File: src/rtl/clkdiv_pkg.sv
// Shared constants and helpers for the multi-channel clock divider.
package clkdiv_pkg;

  localparam int unsigned DIV_MIN   = 2;
  localparam int unsigned DEF_WIDTH = 28;
  localparam logic [27:0] DEF_DIV   = 28'd8000000;
  localparam logic [27:0] DEF_HIGH  = 28'd4000000;

  function automatic int ch_lsb(input int ch, input int width);
    return ch * width;
  endfunction

endpackage

File: src/rtl/clock_divider_channel.sv
// One divider channel: period counter, shadow/active configuration and the
// wrap-aligned apply logic that keeps reconfiguration glitch-free.
module clock_divider_channel
  import clkdiv_pkg::*;
#(
  parameter int unsigned      WIDTH        = DEF_WIDTH,
  parameter logic [WIDTH-1:0] DEFAULT_DIV  = WIDTH'(DEF_DIV),
  parameter logic [WIDTH-1:0] DEFAULT_HIGH = WIDTH'(DEF_HIGH)
) (
  input  logic             clk_in,
  input  logic             rst_n,
  input  logic             en,
  input  logic             load,
  input  logic [WIDTH-1:0] div_cfg,
  input  logic [WIDTH-1:0] high_cfg,
  output logic             clk_out,
  output logic             tick,
  output logic             pending
);

  localparam logic [WIDTH-1:0] MIN_DIV = WIDTH'(DIV_MIN);
  localparam logic [WIDTH-1:0] ONE     = WIDTH'(1);
  localparam logic [WIDTH-1:0] ZERO    = WIDTH'(0);

  logic [WIDTH-1:0] cnt_r, act_div_r, act_high_r, shd_div_r, shd_high_r;
  logic             run_r, clk_out_r, tick_r, pending_r;

  logic [WIDTH-1:0] eff_div_s, cnt_next_s, nxt_div_s, nxt_high_s;
  logic             wrap_s, apply_s, pending_next_s;

  // Next count, apply decision and the configuration in force after this edge.
  always_comb begin
    eff_div_s      = act_div_r;
    wrap_s         = 1'b0;
    apply_s        = 1'b0;
    cnt_next_s     = ZERO;
    nxt_div_s      = act_div_r;
    nxt_high_s     = act_high_r;
    pending_next_s = pending_r;

    if (act_div_r < MIN_DIV) begin
      eff_div_s = MIN_DIV;
    end else begin
      eff_div_s = act_div_r;
    end

    wrap_s  = en && (cnt_r == (eff_div_s - ONE));
    apply_s = !en || wrap_s;

    // A load on an apply edge bypasses the shadow and takes effect at once.
    if (apply_s) begin
      if (load) begin
        nxt_div_s  = div_cfg;
        nxt_high_s = high_cfg;
      end else begin
        nxt_div_s  = shd_div_r;
        nxt_high_s = shd_high_r;
      end
      pending_next_s = 1'b0;
    end else if (load) begin
      pending_next_s = 1'b1;
    end else begin
      pending_next_s = pending_r;
    end

    // First enabled edge after idle restarts the period at zero.
    if (!en || !run_r || wrap_s) begin
      cnt_next_s = ZERO;
    end else begin
      cnt_next_s = cnt_r + ONE;
    end
  end

  // Channel state and registered outputs.
  always_ff @(posedge clk_in or negedge rst_n) begin
    if (!rst_n) begin
      cnt_r      <= ZERO;
      run_r      <= 1'b0;
      clk_out_r  <= 1'b0;
      tick_r     <= 1'b0;
      pending_r  <= 1'b0;
      act_div_r  <= DEFAULT_DIV;
      act_high_r <= DEFAULT_HIGH;
      shd_div_r  <= DEFAULT_DIV;
      shd_high_r <= DEFAULT_HIGH;
    end else begin
      cnt_r      <= cnt_next_s;
      run_r      <= en;
      clk_out_r  <= en && (cnt_next_s < nxt_high_s);
      tick_r     <= en && (cnt_next_s == ZERO);
      pending_r  <= pending_next_s;
      act_div_r  <= nxt_div_s;
      act_high_r <= nxt_high_s;
      if (load) begin
        shd_div_r  <= div_cfg;
        shd_high_r <= high_cfg;
      end else begin
        shd_div_r  <= shd_div_r;
        shd_high_r <= shd_high_r;
      end
    end
  end

  assign clk_out = clk_out_r;
  assign tick    = tick_r;
  assign pending = pending_r;

endmodule

File: src/rtl/multi_clock_divider.sv
// NCH independent programmable dividers sharing clk_in; this level only
// slices the packed configuration buses onto per-channel instances.
module multi_clock_divider
  import clkdiv_pkg::*;
#(
  parameter int unsigned      NCH          = 4,
  parameter int unsigned      WIDTH        = DEF_WIDTH,
  parameter logic [WIDTH-1:0] DEFAULT_DIV  = WIDTH'(DEF_DIV),
  parameter logic [WIDTH-1:0] DEFAULT_HIGH = WIDTH'(DEF_HIGH)
) (
  input  logic                 clk_in,
  input  logic                 rst_n,
  input  logic [NCH-1:0]       en,
  input  logic [NCH-1:0]       load,
  input  logic [NCH*WIDTH-1:0] div_cfg,
  input  logic [NCH*WIDTH-1:0] high_cfg,
  output logic [NCH-1:0]       clk_out,
  output logic [NCH-1:0]       tick,
  output logic [NCH-1:0]       pending
);

  for (genvar i = 0; i < NCH; i++) begin : g_ch
    clock_divider_channel #(
      .WIDTH        (WIDTH),
      .DEFAULT_DIV  (DEFAULT_DIV),
      .DEFAULT_HIGH (DEFAULT_HIGH)
    ) u_ch (
      .clk_in   (clk_in),
      .rst_n    (rst_n),
      .en       (en[i]),
      .load     (load[i]),
      .div_cfg  (div_cfg[ch_lsb(i, WIDTH) +: WIDTH]),
      .high_cfg (high_cfg[ch_lsb(i, WIDTH) +: WIDTH]),
      .clk_out  (clk_out[i]),
      .tick     (tick[i]),
      .pending  (pending[i])
    );
  end

endmodule

File: config.mk
export PLATFORM = sky130hd
export DESIGN_NAME = multi_clock_divider
export DESIGN_NICKNAME = d
export VERILOG_FILES = /design/src/rtl/clkdiv_pkg.sv /design/src/rtl/clock_divider_channel.sv /design/src/rtl/multi_clock_divider.sv
export SDC_FILE = /design/constraint.sdc
export NUM_CORES = 1
export LEC_CHECK = 0
export CORE_ASPECT_RATIO = 0.75
export CORE_MARGIN = 5
export CORE_UTILIZATION = 64
export CTS_BUF_LIST = sky130_fd_sc_hd__clkbuf_16
export CTS_CLUSTER_DIAMETER = 150
export DETAILED_ROUTE_END_ITERATION = 10
export PLACE_DENSITY = 0.86
export SLEW_MARGIN = 15
export SYNTH_ARGS = -nofsm -noshare
export SYNTH_HDL_FRONTEND = slang
export SYNTH_SLANG_ARGS = --single-unit
File: constraint.sdc
create_clock -name clk_in -period 17 [get_ports clk_in]
set_clock_uncertainty 0.2 [all_clocks]
set_input_delay 3.4 -clock clk_in [delete_from_list [all_inputs] [get_ports clk_in]]
set_output_delay 3.4 -clock clk_in [all_outputs]
set_load 0.05 [all_outputs]
* Word-level counts from Yosys, hierarchy flattened
Index checks and enable logic that the tools add are counted.
** Cells by class
- Add/subtract/negate cells :: 8
- Magnitude comparators :: 8
- Eq/ne operators :: 4
- Mux-type cells :: 28
- Reduce and logical (&&, ||, !) cells :: 40
** Operators by type and width (count)
- 28-bit 2-to-1 mux :: 20
- 28-bit by 1-bit adder with 28-bit output (second input constant) :: 4
- 28-bit == test :: 4
- 28-bit zero test :: 4
- 28-bit by 2-bit < comparator with 1-bit output (second input constant) :: 4
- 28-bit < comparator :: 4
- 28-bit by 1-bit subtractor with 28-bit output (second input constant) :: 4
- 1-bit logical AND :: 12
- 1-bit logical OR :: 12
- 1-bit zero test :: 8
- 1-bit 2-to-1 mux :: 8
- 2-bit nonzero test :: 4
** Word-level totals
- Register bits :: 576
- Input port bits :: 234
- Output and inout port bits :: 12
- Word-level logic and storage cells :: 124

* Logic depth before layout (Yosys ltp)
Gate-level depths: netlist (run 1).
- Word-level depth :: 9
- Depth in mapped cells :: 28
- Mapped depth without buffers :: 24

* Modules after synthesis
A second synthesis (run 1) with hierarchy kept.
** Unflattened totals
- Cell total of the unflattened synthesis :: 2896
- Area, all modules :: 31960.7 µm²
** By module, submodules not included
- clock_divider_channel :: times used 4, cells an instance 724, area each 7990.2 µm², sequential area each 3638.5 µm²

* Worst setup path after synthesis (run 1)
Ideal clock, no wire load.
- Path kind :: register to register
- Start :: reg g_ch[0].u_ch.act_div_r[18]
- End :: reg g_ch[0].u_ch.clk_out_r
- Setup time :: 0.082 ns
- Arrival :: 6.726 ns
- Data required time :: 16.718 ns
- Path slack :: 9.992 ns
- Cell stages (with the launch flop) :: 28
- Path buffers :: 4
- Period minus slack after synthesis :: 7.008 ns
- Cell sequence :: dfrtp_1 or4_1 clkbuf_1 nor4_2 nand4b_1 nand2_1 ha_1 or4b_1 or4_1 clkbuf_1 a2111o_1 a211o_1 a2111o_1 nor4_4 a21bo_4 buf_12 buf_12 mux2i_1 ha_1 a21o_1 a21o_1 a21oi_1 o21a_1 o211ai_1 a31oi_1 mux2i_1 and3_1 o22ai_1
** Between the ends
- Longest elaborated chain between the ends :: 9
- Elaborated cells between the ends (all ways) :: 11
- Those cells by class :: add/sub (1); order compare (2); eq/ne (1); mux (3); reduce/logical (4)
** RTL lines
- start: declaration :: RTL line clock_divider_channel.sv:25 : logic [WIDTH-1:0] cnt_r, act_div_r, act_high_r, shd_div_r, shd_high_r;
- start signal: assignment :: RTL line clock_divider_channel.sv:92 : act_div_r <= nxt_div_s;
- 28-bit by 2-bit < comparator with 1-bit output :: RTL line clock_divider_channel.sv:41 : if (act_div_r < MIN_DIV) begin
- 28-bit 2-to-1 mux * :: RTL line clock_divider_channel.sv:41
- 28-bit by 1-bit subtractor with 28-bit output * :: RTL line clock_divider_channel.sv:47 : wrap_s = en && (cnt_r == (eff_div_s - ONE));
- 28-bit == test * :: RTL line clock_divider_channel.sv:47
- 1-bit logical AND * :: RTL line clock_divider_channel.sv:47
- 1-bit logical OR, on equally long branches :: RTL line clock_divider_channel.sv:67, clock_divider_channel.sv:48
- 28-bit 2-to-1 mux, on equally long branches :: RTL line clock_divider_channel.sv:67, clock_divider_channel.sv:51
- 28-bit < comparator * :: RTL line clock_divider_channel.sv:89 : clk_out_r <= en && (cnt_next_s < nxt_high_s);
- 1-bit logical AND * :: RTL line clock_divider_channel.sv:89
- end signal: assignment :: RTL line clock_divider_channel.sv:89
- end: declaration :: RTL line clock_divider_channel.sv:26 : logic run_r, clk_out_r, tick_r, pending_r;
Every way passes the cells marked *; elsewhere a longest branch is shown, timed or not.
A chain may end at the register's enable or synchronous reset.

* Final worst setup path (run 1)
- Start :: reg g_ch[0].u_ch.act_div_r[13]
- End :: reg g_ch[0].u_ch.clk_out_r
** Between the ends
- Longest elaborated chain between the ends :: 9
- Elaborated cells between the ends (all ways) :: 11
- Those cells by class :: add/sub (1); order compare (2); eq/ne (1); mux (3); reduce/logical (4)
** RTL lines
- 28-bit by 2-bit < comparator with 1-bit output :: RTL line clock_divider_channel.sv:41
- 28-bit 2-to-1 mux * :: RTL line clock_divider_channel.sv:41
- 28-bit by 1-bit subtractor with 28-bit output * :: RTL line clock_divider_channel.sv:47
- 28-bit == test * :: RTL line clock_divider_channel.sv:47
- 1-bit logical AND * :: RTL line clock_divider_channel.sv:47
- 1-bit logical OR * :: RTL line clock_divider_channel.sv:67 : if (!en || !run_r || wrap_s) begin
- 28-bit 2-to-1 mux * :: RTL line clock_divider_channel.sv:67
- net g_ch[0].u_ch.cnt_next_s[9] :: RTL line clock_divider_channel.sv:28 : logic [WIDTH-1:0] eff_div_s, cnt_next_s, nxt_div_s, nxt_high_s;
- 28-bit < comparator * :: RTL line clock_divider_channel.sv:89
- 1-bit logical AND * :: RTL line clock_divider_channel.sv:89
Mark *: on every way through the listed nets, which the timed path passes. The rest lies on a longest branch.

==> results.yml, run 1 <==
cts:
  cts_tree: "yes"
  post_cts_buffers: 0
  cts_hold_buf: 0
  cts-buffers-inserted: 54
  clk_pin_slew_ns: 0.06
  postCtsResizedCells: 0
  cts-htree-levels: 2
  cts_buffer_depth: 3
  clock_latency_ns: 0.61
  cts_sinks: 576
  root_buffer: "clkbuf_16"
logic_synthesis:
  synth.top_cell.area_share_pct: 37.78
  yosysTopAreaCell: "dfrtp_1"
  ys_warn_count: 0
  synth_edf_count: 0
  syn_nets: 3135
  yosysSeqAreaShare_pct: 47.35
  synth_seq_cells: 576
  synthTopCellsByArea: "dfrtp_1, mux2_2, dfstp_2"
  netlist_area_um2: 30740
  yosysUniqueCellTypes: 73
  synth_ff_type: "dfrtp_1"
  synthCells: 2785
  synthArstFlopShare_pct: 100.0
  synth.avg_cell_area_um2: 11.04
global_routing:
  antenna_found_initial: 3
  grt_max_degree: 177
  grt_pass1_wl_um: 117800
  grt_use_total_pct: 26.99
  gr-total-overflow: 0
  grt_pass1_vias: 22621
critical_path:
  cp_top_family: "simple AND/OR/NAND/NOR gates"
  rr_startpoint: "g_ch[0].u_ch.act_div_r[13]$_DFFE_PN0N_"
  cp_max_fo: 59
  arrival_ns: 9.25
  worstPathRequired_ns: 17.32
  startpoint_type: "flop"
  critPathMaxStageDelay_ns: 0.85
  cp_slowest_cell: "a21bo_4"
  path_cells: "or4_1, nor4_2, nand4b_1, nand2_1, ha_1, or4b_1, or4_1, a2111o_1, a211o_1, a2111o_1, nor4_4, a21bo_4, or2_2, nor2_1, ha_1, a21o_1, a21o_1, a21oi_1, o21a_1, o211ai_1, a31oi_1, nand2b_1, and3_1, o22ai_1"
  cp-startpoint: "g_ch[0].u_ch.act_div_r[13]$_DFFE_PN0N_"
  crit_buf_inv: 0
  crit_type: "reg2reg"
  end_kind: "flop"
  worst-r2r-setup-slack_ns: 8.07
placed_design:
  io_buffers: 245
  dp_hpwl_um: 51140
  placed_area_um2: 33390
  gp_congestion: 0.8963
  pre_cts_slack_ns: 8.009
layout:
  final_net_count: 3284
  final_common_cell: "dfrtp_1"
  syn2layout_area_growth_pct: 14.04
  fillers: 3144
  post-route-util_pct: 73.96
  layout_common_cells: "dfrtp_1, mux2_2, clkdlybuf4s50_1"
  drive_above_1_share_pct: 19.20
  final_area_um2: 35050
detailed_routing:
  wl_per_cell_um: 19.73
  firstDrtPassIters: 5
  drtIter0Drc: 1717
  drtAntennaViolNets: 0
  num_vias: 22031
  drt_wl_total_um: 71420
  drc_errors: 0
  vias_per_cell: 6.088
power_and_ir_drop:
  vdd_drop_max_uv: 98.73
  power_density_nw_per_um2: 93.52
  p_total_mw: 3.278
  leakage_nw: 15.23
floorplan:
  initial_utilization_pct: 64.85
  rows: 69
  io_pins: 246
  die_h_um: 199.8
  core_area_um2: 47400
  die-area_um2: 52550
  die_w_um: 263.1
sta:
  rsz0062_at_grt: "no"
  slew_viol_final: 0
  report.final.hold_viol_count: 0
  fmax_mhz: 111.9
  period_needed_ns: 8.933
  setup_viol: 0
  fin_crit_sh_pct: 52.55
  slew_headroom_pct: 24.37
  worst_slew_pin_slew_ns: 1.124
  worst_slack_ns: 8.067
  fin_tns_setup_ns: 0
worst_hold_path:
  min_path_type: "reg2reg"
  min_from: "g_ch[3].u_ch.pending$_DFFE_PN0P_"
run:
  max-cap-violations: 0
status:
  outcome: "completed"
-- stage by stage --
step,hold WS [ns],cells
final,0.2883,3619
after CTS,0.2892,3618
after global routing,0.3059,3619
after floorplan,0.2481,2785
after global placement,0.2628,3517
after detailed placement,0.2745,3517
-- area by class of cell --
cell class / instances / area (um^2) / area share (%)
antenna: 1 / 2.502 / 0.007139
clock buffer: 55 / 1376 / 3.926
clock inverter: 46 / 279.0 / 0.7960
inverter: 141 / 529.3 / 1.510
multi-input combinational: 1900 / 14940 / 42.63
sequential: 576 / 14550 / 41.52
tap: 639 / 799.5 / 2.281
timing repair buffer: 261 / 2570 / 7.332
-- registers in the layout, indices dropped and copies added, names as in the netlist --
signal,flops
g_ch.u_ch.pending,4
g_ch.u_ch.act_high_r,112
g_ch.u_ch.cnt_r,112
g_ch.u_ch.act_div_r,112
g_ch.u_ch.shd_high_r,112
g_ch.u_ch.shd_div_r,112
g_ch.u_ch.tick,4
g_ch.u_ch.clk_out,4
g_ch.u_ch.run_r,4
-- report_power, final --
group | total [mW] | switching (mW) | internal [mW]
clock | 1.15 | 0.520 | 0.630
sequential | 1.63 | 0.0965 | 1.53
combinational | 0.502 | 0.256 | 0.246
-- cells in the mapped netlist, types with 9 or more instances --
cell         n
nor4_1      50
o2111ai_1    9
mux2_2     333
nand2_1    103
or3_1       24
nand4_1     58
nor3_1      55
dfrtp_1    464
buf_4       18
mux2i_1    125
ha_1       116
a21o_1      40
xnor2_1    143
nor2_1     205
dfstp_2    112
or4_1       23
inv_1      141
and2_1      16
nor4b_1     11
o21ai_0     41
nand2b_1    16
and4_1      15
xor2_1     118
or2_2       16
buf_2       10
nor3b_1     13
a211oi_1    19
a21oi_1     56
clkbuf_1   127
nor2b_1     21
o21a_1      10
buf_1       10
nand3_1     77
and3_1      42
a31oi_1     25
-- worst register-to-register path, cell delays in order (launching register included) --
cell	delay (ns)
dfrtp_1	0.42
or4_1	0.61
nor4_2	0.74
nand4b_1	0.41
nand2_1	0.17
ha_1	0.23
or4b_1	0.54
or4_1	0.65
a2111o_1	0.34
a211o_1	0.30
a2111o_1	0.42
nor4_4	0.38
a21bo_4	0.85
or2_2	0.65
nor2_1	0.16
ha_1	0.33
a21o_1	0.16
a21o_1	0.17
a21oi_1	0.19
o21a_1	0.21
o211ai_1	0.10
a31oi_1	0.22
nand2b_1	0.10
and3_1	0.19
o22ai_1	0.11
-- logic make-up (layout without fill, tap and decap cells) --
kind of cell             count (synthesis)  in the layout  synth area share, %
multiplexers                           458            458                16.27
AND/OR/NAND/NOR                        775            775                13.44
flip-flops                             576            576                47.35
adder cells (fa/ha/maj)                116            116                4.722
XOR/XNOR                               261            261                7.437
AO/OA/AOI/OAI                          290            290                6.590
buffers and inverters                  309            503                4.193
other                                    0              1                    0
-- final timing paths --
path | endpoint | cells after the start
setup / recovery | g_ch[0].u_ch.clk_out$_DFF_PN0_ | 24
hold / removal | g_ch[3].u_ch.pending$_DFFE_PN0P_ | 1
setup reg to reg | g_ch[0].u_ch.clk_out$_DFF_PN0_ | 24
hold reg to reg | g_ch[3].u_ch.pending$_DFFE_PN0P_ | 1
max in group asynchronous | g_ch[0].u_ch.shd_div_r[13]$_DFF_PN0_ | 3
min in group asynchronous | g_ch[3].u_ch.act_high_r[4]$_DFF_PN0_ | 1
-- routing by layer --
metal | share of wire, % | global-route usage (%) | vias to the layer above
met5 | 0.029 | 0 | -
met4 | 2.2 | 6.740 | 4
met3 | 6.6 | 4.877 | 129
met2 | 47 | 44.13 | 717
met1 | 44 | 38.29 | 11008
li1 | - | - | 10173
Note: power is estimated with default switching activity, not from simulation.
==> run 2: changes to the inputs <==
--- a/config.mk
+++ b/config.mk
@@ -7,11 +7,11 @@
 export LEC_CHECK = 0
 export CORE_ASPECT_RATIO = 0.75
 export CORE_MARGIN = 5
-export CORE_UTILIZATION = 64
+export CORE_UTILIZATION = 59
 export CTS_BUF_LIST = sky130_fd_sc_hd__clkbuf_16
 export CTS_CLUSTER_DIAMETER = 150
 export DETAILED_ROUTE_END_ITERATION = 10
-export PLACE_DENSITY = 0.86
+export PLACE_DENSITY = 0.8
 export SLEW_MARGIN = 15
 export SYNTH_ARGS = -nofsm -noshare
 export SYNTH_HDL_FRONTEND = slang
==> constraint.sdc (replaced) <==
create_clock -name clk_in -period 8.73 [get_ports clk_in]
set_clock_uncertainty 0.2 [all_clocks]
set_input_delay 1.746 -clock clk_in [delete_from_list [all_inputs] [get_ports clk_in]]
set_output_delay 1.746 -clock clk_in [all_outputs]
set_load 0.05 [all_outputs]
==> run 2 against run 1 <==
Sequential share of layout area down 0.26 points. First-iteration DRC count down 7.5%. Fmax up 12%. Final area up 0.64%. Register-to-register slack worse by 7.3 ns. Sequential power up 94%. Die area up 8.1%. Power up 98%. Non-clock buffer count up 6. Flip-flop and latch count unchanged. Hold slack better by 0.0019 ns. Clock power up 100%. Largest cell class unchanged.
==> results.yml, run 2 (synthesized netlist as in run 1, its figures left out) <==
cts:
  cts-buffers-inserted: 54
  root_buffer: "clkbuf_16"
  cts_tree: "yes"
  postCtsResizedCells: 0
  cts_buffer_depth: 3
  cts_sinks: 576
  cts-htree-levels: 2
  clock_latency_ns: 0.60
  post_cts_buffers: 0
  clk_pin_slew_ns: 0.06
  cts_hold_buf: 0
worst_hold_path:
  min_path_type: "reg2reg"
  min_from: "g_ch[3].u_ch.pending$_DFFE_PN0P_"
  min_to: "g_ch[3].u_ch.pending$_DFFE_PN0P_"
  hold-path-cell-count: 1
placed_design:
  placed_area_um2: 33530
  dp_hpwl_um: 52880
  gp_congestion: 0.9044
  io_buffers: 245
  pre_cts_slack_ns: 0.7708
sta:
  fmax_mhz: 125.3
  fin_crit_sh_pct: 91.45
  worst_slack_ns: 0.7463
  slew_headroom_pct: 30.52
  slew_viol_final: 0
  report.final.hold_viol_count: 0
  rsz0062_at_grt: "no"
  worst_slew_pin_slew_ns: 1.033
  fin_tns_setup_ns: 0
  period_needed_ns: 7.984
  setup_viol: 0
global_routing:
  gr-total-overflow: 0
  grt_use_total_pct: 24.87
  grt_max_degree: 161
  grt_pass1_wl_um: 116400
  antenna_found_initial: 4
  grt_pass1_vias: 21557
detailed_routing:
  drtIter0Drc: 1588
  wl_per_cell_um: 19.47
  vias_per_cell: 5.859
  drc_errors: 0
  drt_wl_total_um: 71770
  firstDrtPassIters: 5
  num_vias: 21603
  drtAntennaViolNets: 0
power_and_ir_drop:
  power_frac_comb_pct: 15.0
  swShare_pct: 26.33
  vdd_drop_max_uv: 179.2
  power_density_nw_per_um2: 183.9
  p_seq_share_pct: 48.8
  leakage_nw: 15.27
  internal_power_mw: 4.778
  p_clk_share_pct: 36.2
  switching_power_mw: 1.707
critical_path:
  crit_type: "reg2reg"
  worstPathRequired_ns: 9.04
  end_kind: "flop"
  rr_startpoint: "g_ch[0].u_ch.act_div_r[8]$_DFFE_PN0N_"
  cp_top_family: "simple AND/OR/NAND/NOR gates"
  critPathMaxStageDelay_ns: 0.68
  arrival_ns: 8.29
  ff2ff_path_depth: 23
  worst-r2r-setup-slack_ns: 0.75
  crit_buf_inv: 2
  cp_slowest_cell: "or4_1"
  path_cells: "or4_1, nor4_1, nand4b_1, nand2_1, ha_1, or4b_1, or4_1, a2111o_1, a211o_1, a2111o_1, nor4_4, a21bo_4, buf_4, buf_4, mux2i_1, ha_1, a21o_1, a21o_1, a21oi_1, o2111ai_1, nor2_1, nand2_1, o22ai_1"
  startpoint_type: "flop"
  r2r_end: "g_ch[0].u_ch.clk_out$_DFF_PN0_"
  cp_max_fo: 41
layout:
  fillers: 3795
  final_area_um2: 35280
  drive_above_1_share_pct: 19.64
  regArea_um2: 14550
  syn2layout_area_growth_pct: 14.76
  final_common_cell: "dfrtp_1"
  layout_common_cells: "dfrtp_1, mux2_2, clkdlybuf4s50_1"
  antennaDiodeCount: 0
  final_net_count: 3290
  multi_input_area_um2: 14940
status:
  outcome: "completed"
floorplan:
  die-area_um2: 56810
  die_h_um: 207.7
  rows: 72
  core_area_um2: 51530
  die_w_um: 273.6
  initial_utilization_pct: 59.65
  io_pins: 246
run:
  max-cap-violations: 0
[run 2: worst max path at each step]
stage	from	to	slack, ns	cells after the start
after CTS	g_ch[0].u_ch.act_div_r[7]$_DFFE_PN0N_	g_ch[0].u_ch.clk_out$_DFF_PN0_	0.75	23
after global routing	g_ch[0].u_ch.act_div_r[7]$_DFFE_PN0N_	g_ch[0].u_ch.clk_out$_DFF_PN0_	0.36	23
final	g_ch[0].u_ch.act_div_r[8]$_DFFE_PN0N_	g_ch[0].u_ch.clk_out$_DFF_PN0_	0.75	23
after global placement	g_ch[0].u_ch.act_div_r[7]$_DFFE_PN0N_	g_ch[0].u_ch.clk_out$_DFF_PN0_	1.01	23
after detailed placement	g_ch[0].u_ch.act_div_r[7]$_DFFE_PN0N_	g_ch[0].u_ch.clk_out$_DFF_PN0_	0.77	23
after floorplan	g_ch[0].u_ch.act_div_r[18]$_DFFE_PN0N_	g_ch[0].u_ch.clk_out$_DFF_PN0_	1.72	27
[run 2: area by class of cell]
type | instances | area share, %
Inverter | 141 | 1.500
Multi-Input combinational cell | 1900 | 42.34
Timing Repair Buffer | 267 | 7.449
Tap cell | 703 | 2.494
Clock buffer | 55 | 3.902
Clock inverter | 45 | 1.057
Sequential cell | 576 | 41.26
[run 2: per-stage QoR]
step	util (%)	hold WS, ns	total power, mW	std cells
3_5_place_dp	65.06	0.2735	4.177	3587
6_report	68.46	0.2902	6.486	3687
2_1_floorplan	-	0.2481	3.798	2785
3_3_place_gp	65.06	0.2604	4.126	3587
4_1_cts	68.46	0.2883	6.540	3687
5_1_grt	68.46	0.3039	6.785	3687
[run 2: worst register-to-register path, cell delays in order (launching register included)]
cell,delay [ns]
dfrtp_1,0.42
or4_1,0.68
nor4_1,0.51
nand4b_1,0.38
nand2_1,0.17
ha_1,0.24
or4b_1,0.55
or4_1,0.64
a2111o_1,0.34
a211o_1,0.30
a2111o_1,0.42
nor4_4,0.34
a21bo_4,0.17
buf_4,0.30
buf_4,0.59
mux2i_1,0.36
ha_1,0.29
a21o_1,0.17
a21o_1,0.17
a21oi_1,0.15
o2111ai_1,0.16
nor2_1,0.14
nand2_1,0.07
o22ai_1,0.13
[run 2: power groups by stage]
stage               Clock, mW  Combinational, mW  Sequential [mW]
floorplan                   0              0.669             3.13
global placement            0              0.936             3.19
detailed placement          0              0.970             3.21
CTS                      2.40              0.979             3.16
global route             2.51               1.08             3.20
finish                   2.35              0.972             3.16
[run 2: metal layers]
| metal | share of wire [%] | routed length (um) | vias up | global-route usage [%] |
|---|---|---|---|---|
| li1 | - | - | 10187 | - |
| met1 | 47 | 33500 | 10664 | 37.47 |
| met2 | 45 | 32290 | 639 | 38.52 |
| met3 | 6.7 | 4776 | 105 | 4.541 |
| met4 | 1.6 | 1167 | 8 | 4.347 |
| met5 | 0.059 | 42 | - | 0 |
==> run 3: changes to the inputs <==
--- a/config.mk
+++ b/config.mk
@@ -7,11 +7,11 @@
 export LEC_CHECK = 0
 export CORE_ASPECT_RATIO = 0.75
 export CORE_MARGIN = 5
-export CORE_UTILIZATION = 59
+export CORE_UTILIZATION = 64
 export CTS_BUF_LIST = sky130_fd_sc_hd__clkbuf_16
 export CTS_CLUSTER_DIAMETER = 150
 export DETAILED_ROUTE_END_ITERATION = 10
-export PLACE_DENSITY = 0.8
+export PLACE_DENSITY = 0.86
 export SLEW_MARGIN = 15
 export SYNTH_ARGS = -nofsm -noshare
 export SYNTH_HDL_FRONTEND = slang
==> constraint.sdc (replaced) <==
create_clock -name clk_in -period 10 [get_ports clk_in]
set_clock_uncertainty 0.2 [all_clocks]
set_input_delay 2 -clock clk_in [delete_from_list [all_inputs] [get_ports clk_in]]
set_output_delay 2 -clock clk_in [all_outputs]
set_load 0.05 [all_outputs]
==> run 3 against run 2 <==
Power is 12% lower. Clock power is 11% lower. Flip-flop and latch count stayed put. Global-route usage is 2.2 points higher. Highest routed layer is now met4.
==> results.yml, run 3 (synthesized netlist as in run 1, its figures left out) <==
status:
  outcome: "completed"
sta:
  fin_crit_sh_pct: 84.57
  setup_viol: 0
  period_needed_ns: 8.457
  slew_headroom_pct: 28.89
  hold_ws_ns: 0.2885
  slew_viol_final: 0
  worst_slew_pin_slew_ns: 1.057
  fin_tns_setup_ns: 0
  fmax_mhz: 118.2
  rsz0062_at_grt: "no"
  report.final.hold_viol_count: 0
layout:
  stdcell_count: 3620
  fillers: 3115
  drive_above_1_share_pct: 19.37
  final_area_um2: 35200
  syn2layout_area_growth_pct: 14.52
  layout_common_cells: "dfrtp_1, mux2_2, clkdlybuf4s50_1"
  final_net_count: 3284
  final_common_cell: "dfrtp_1"
  post-route-util_pct: 74.26
detailed_routing:
  wl_per_cell_um: 19.93
  drc_errors: 0
  vias_per_cell: 6.026
  drtIter0Drc: 1946
  drtAntennaViolNets: 0
  drt_wl_total_um: 72130
  firstDrtPassIters: 7
  num_vias: 21813
cts:
  cts_hold_buf: 0
  post_cts_buffers: 0
  postCtsResizedCells: 0
  clock_latency_ns: 0.61
  clk_pin_slew_ns: 0.06
  root_buffer: "clkbuf_16"
  cts-htree-levels: 2
  cts_buffer_depth: 3
  cts_tree: "yes"
  cts-buffers-inserted: 54
  cts_sinks: 576
critical_path:
  ff2ff_path_depth: 24
  crit_type: "reg2reg"
  worstPathRequired_ns: 10.31
  cp_max_fo: 29
  end_kind: "flop"
  arrival_ns: 8.77
  startpoint_type: "flop"
  path_cells: "or4_1, nor4_2, nand4b_1, nand2_1, ha_1, or4b_1, or4_1, a2111o_1, a211o_1, a2111o_1, nor4_4, a21bo_4, or2_2, nor2_1, ha_1, a21o_1, a21o_1, a21oi_1, o21a_1, o211ai_1, a31oi_1, mux2i_1, and3_1, o22ai_1"
  cp_slowest_cell: "nor4_2"
  critPathMaxStageDelay_ns: 0.74
global_routing:
  antenna_found_initial: 2
  gr-total-overflow: 0
  grt_pass1_vias: 22464
  grt_pass1_wl_um: 117700
  grt_max_degree: 188
  grt_use_total_pct: 27.03
placed_design:
  io_buffers: 245
  dp_hpwl_um: 51390
  placed_area_um2: 33410
  place_inst: 3517
  gp_congestion: 0.9056
floorplan:
  io_pins: 246
  rows: 69
  die_w_um: 263.1
  initial_utilization_pct: 64.85
  core_area_um2: 47400
  die_h_um: 199.8
  die-area_um2: 52550
power_and_ir_drop:
  leakage_nw: 15.29
  vdd_drop_max_uv: 131.9
  power_density_nw_per_um2: 162.0
worst_hold_path:
  hold-path-cell-count: 1
  min_path_type: "reg2reg"
run:
  max-cap-violations: 0
-- run 3: cell types whose count changed in the layout (fill, tap and decap cells not counted), sizes merged --
cell,before,now
inv,151,160
buf,27,21
clkinv,22,17
clkinvlp,7,4
diode,0,2
-- run 3: critical path, delay by kind of cell (launching register included) --
family / cells / cell delay (ns)
AND/OR/NAND/NOR: 10 / 4.42
multiplexers: 1 / 0.09
AO/OA/AOI/OAI: 11 / 2.66
flip-flops: 1 / 0.43
adder cells (fa/ha/maj): 2 / 0.56
-- run 3: path summary, 6_finish.rpt --
path	startpoint	slack, ns	endpoint
setup / recovery	g_ch[0].u_ch.act_div_r[13]$_DFFE_PN0N_	1.54	g_ch[0].u_ch.clk_out$_DFF_PN0_
hold / removal	g_ch[3].u_ch.pending$_DFFE_PN0P_	0.29	g_ch[3].u_ch.pending$_DFFE_PN0P_
setup reg to reg	g_ch[0].u_ch.act_div_r[13]$_DFFE_PN0N_	1.54	g_ch[0].u_ch.clk_out$_DFF_PN0_
hold reg to reg	g_ch[3].u_ch.pending$_DFFE_PN0P_	0.29	g_ch[3].u_ch.pending$_DFFE_PN0P_
max in group asynchronous	rst_n	6.78	g_ch[0].u_ch.act_high_r[12]$_DFF_PN0_
min in group asynchronous	rst_n	1.26	g_ch[3].u_ch.act_high_r[4]$_DFF_PN0_
-- run 3: cell type report --
class / instances / area (um^2) / area share [%]
Clock inverter: 46 / 397.9 / 1.130
Timing Repair Buffer: 261 / 2595 / 7.372
Antenna cell: 2 / 5.005 / 0.01422
Sequential cell: 576 / 14550 / 41.35
Multi-Input combinational cell: 1900 / 14940 / 42.45
Clock buffer: 55 / 1376 / 3.910
Tap cell: 639 / 799.5 / 2.271
Inverter: 141 / 529.3 / 1.504
-- run 3: metrics by stage --
step / power (mW) / worst slack, ns
after floorplan: 3.316 / 2.992
after global placement: 3.598 / 1.836
after detailed placement: 3.651 / 1.592
after CTS: 5.735 / 1.585
after global routing: 5.950 / 0.9994
final: 5.703 / 1.543
-- run 3: report_power, final --
group	leakage [nW]	total [mW]	switching [mW]	internal [mW]
logic	7.51	0.861	0.442	0.420
clock network	0.916	2.08	0.921	1.16
registers	6.86	2.76	0.161	2.60
-- run 3: per-layer routing --
| layer | share of wire (%) | wire (um) | track usage [%] | vias to the layer above |
|---|---|---|---|---|
| li1 | - | - | - | 10161 |
| met1 | 45 | 32190 | 38.39 | 10831 |
| met2 | 47 | 33830 | 43.97 | 704 |
| met3 | 6.6 | 4778 | 5.379 | 117 |
| met4 | 1.8 | 1333 | 6.335 | 0 |
| met5 | 0 | 0 | 0 | - |
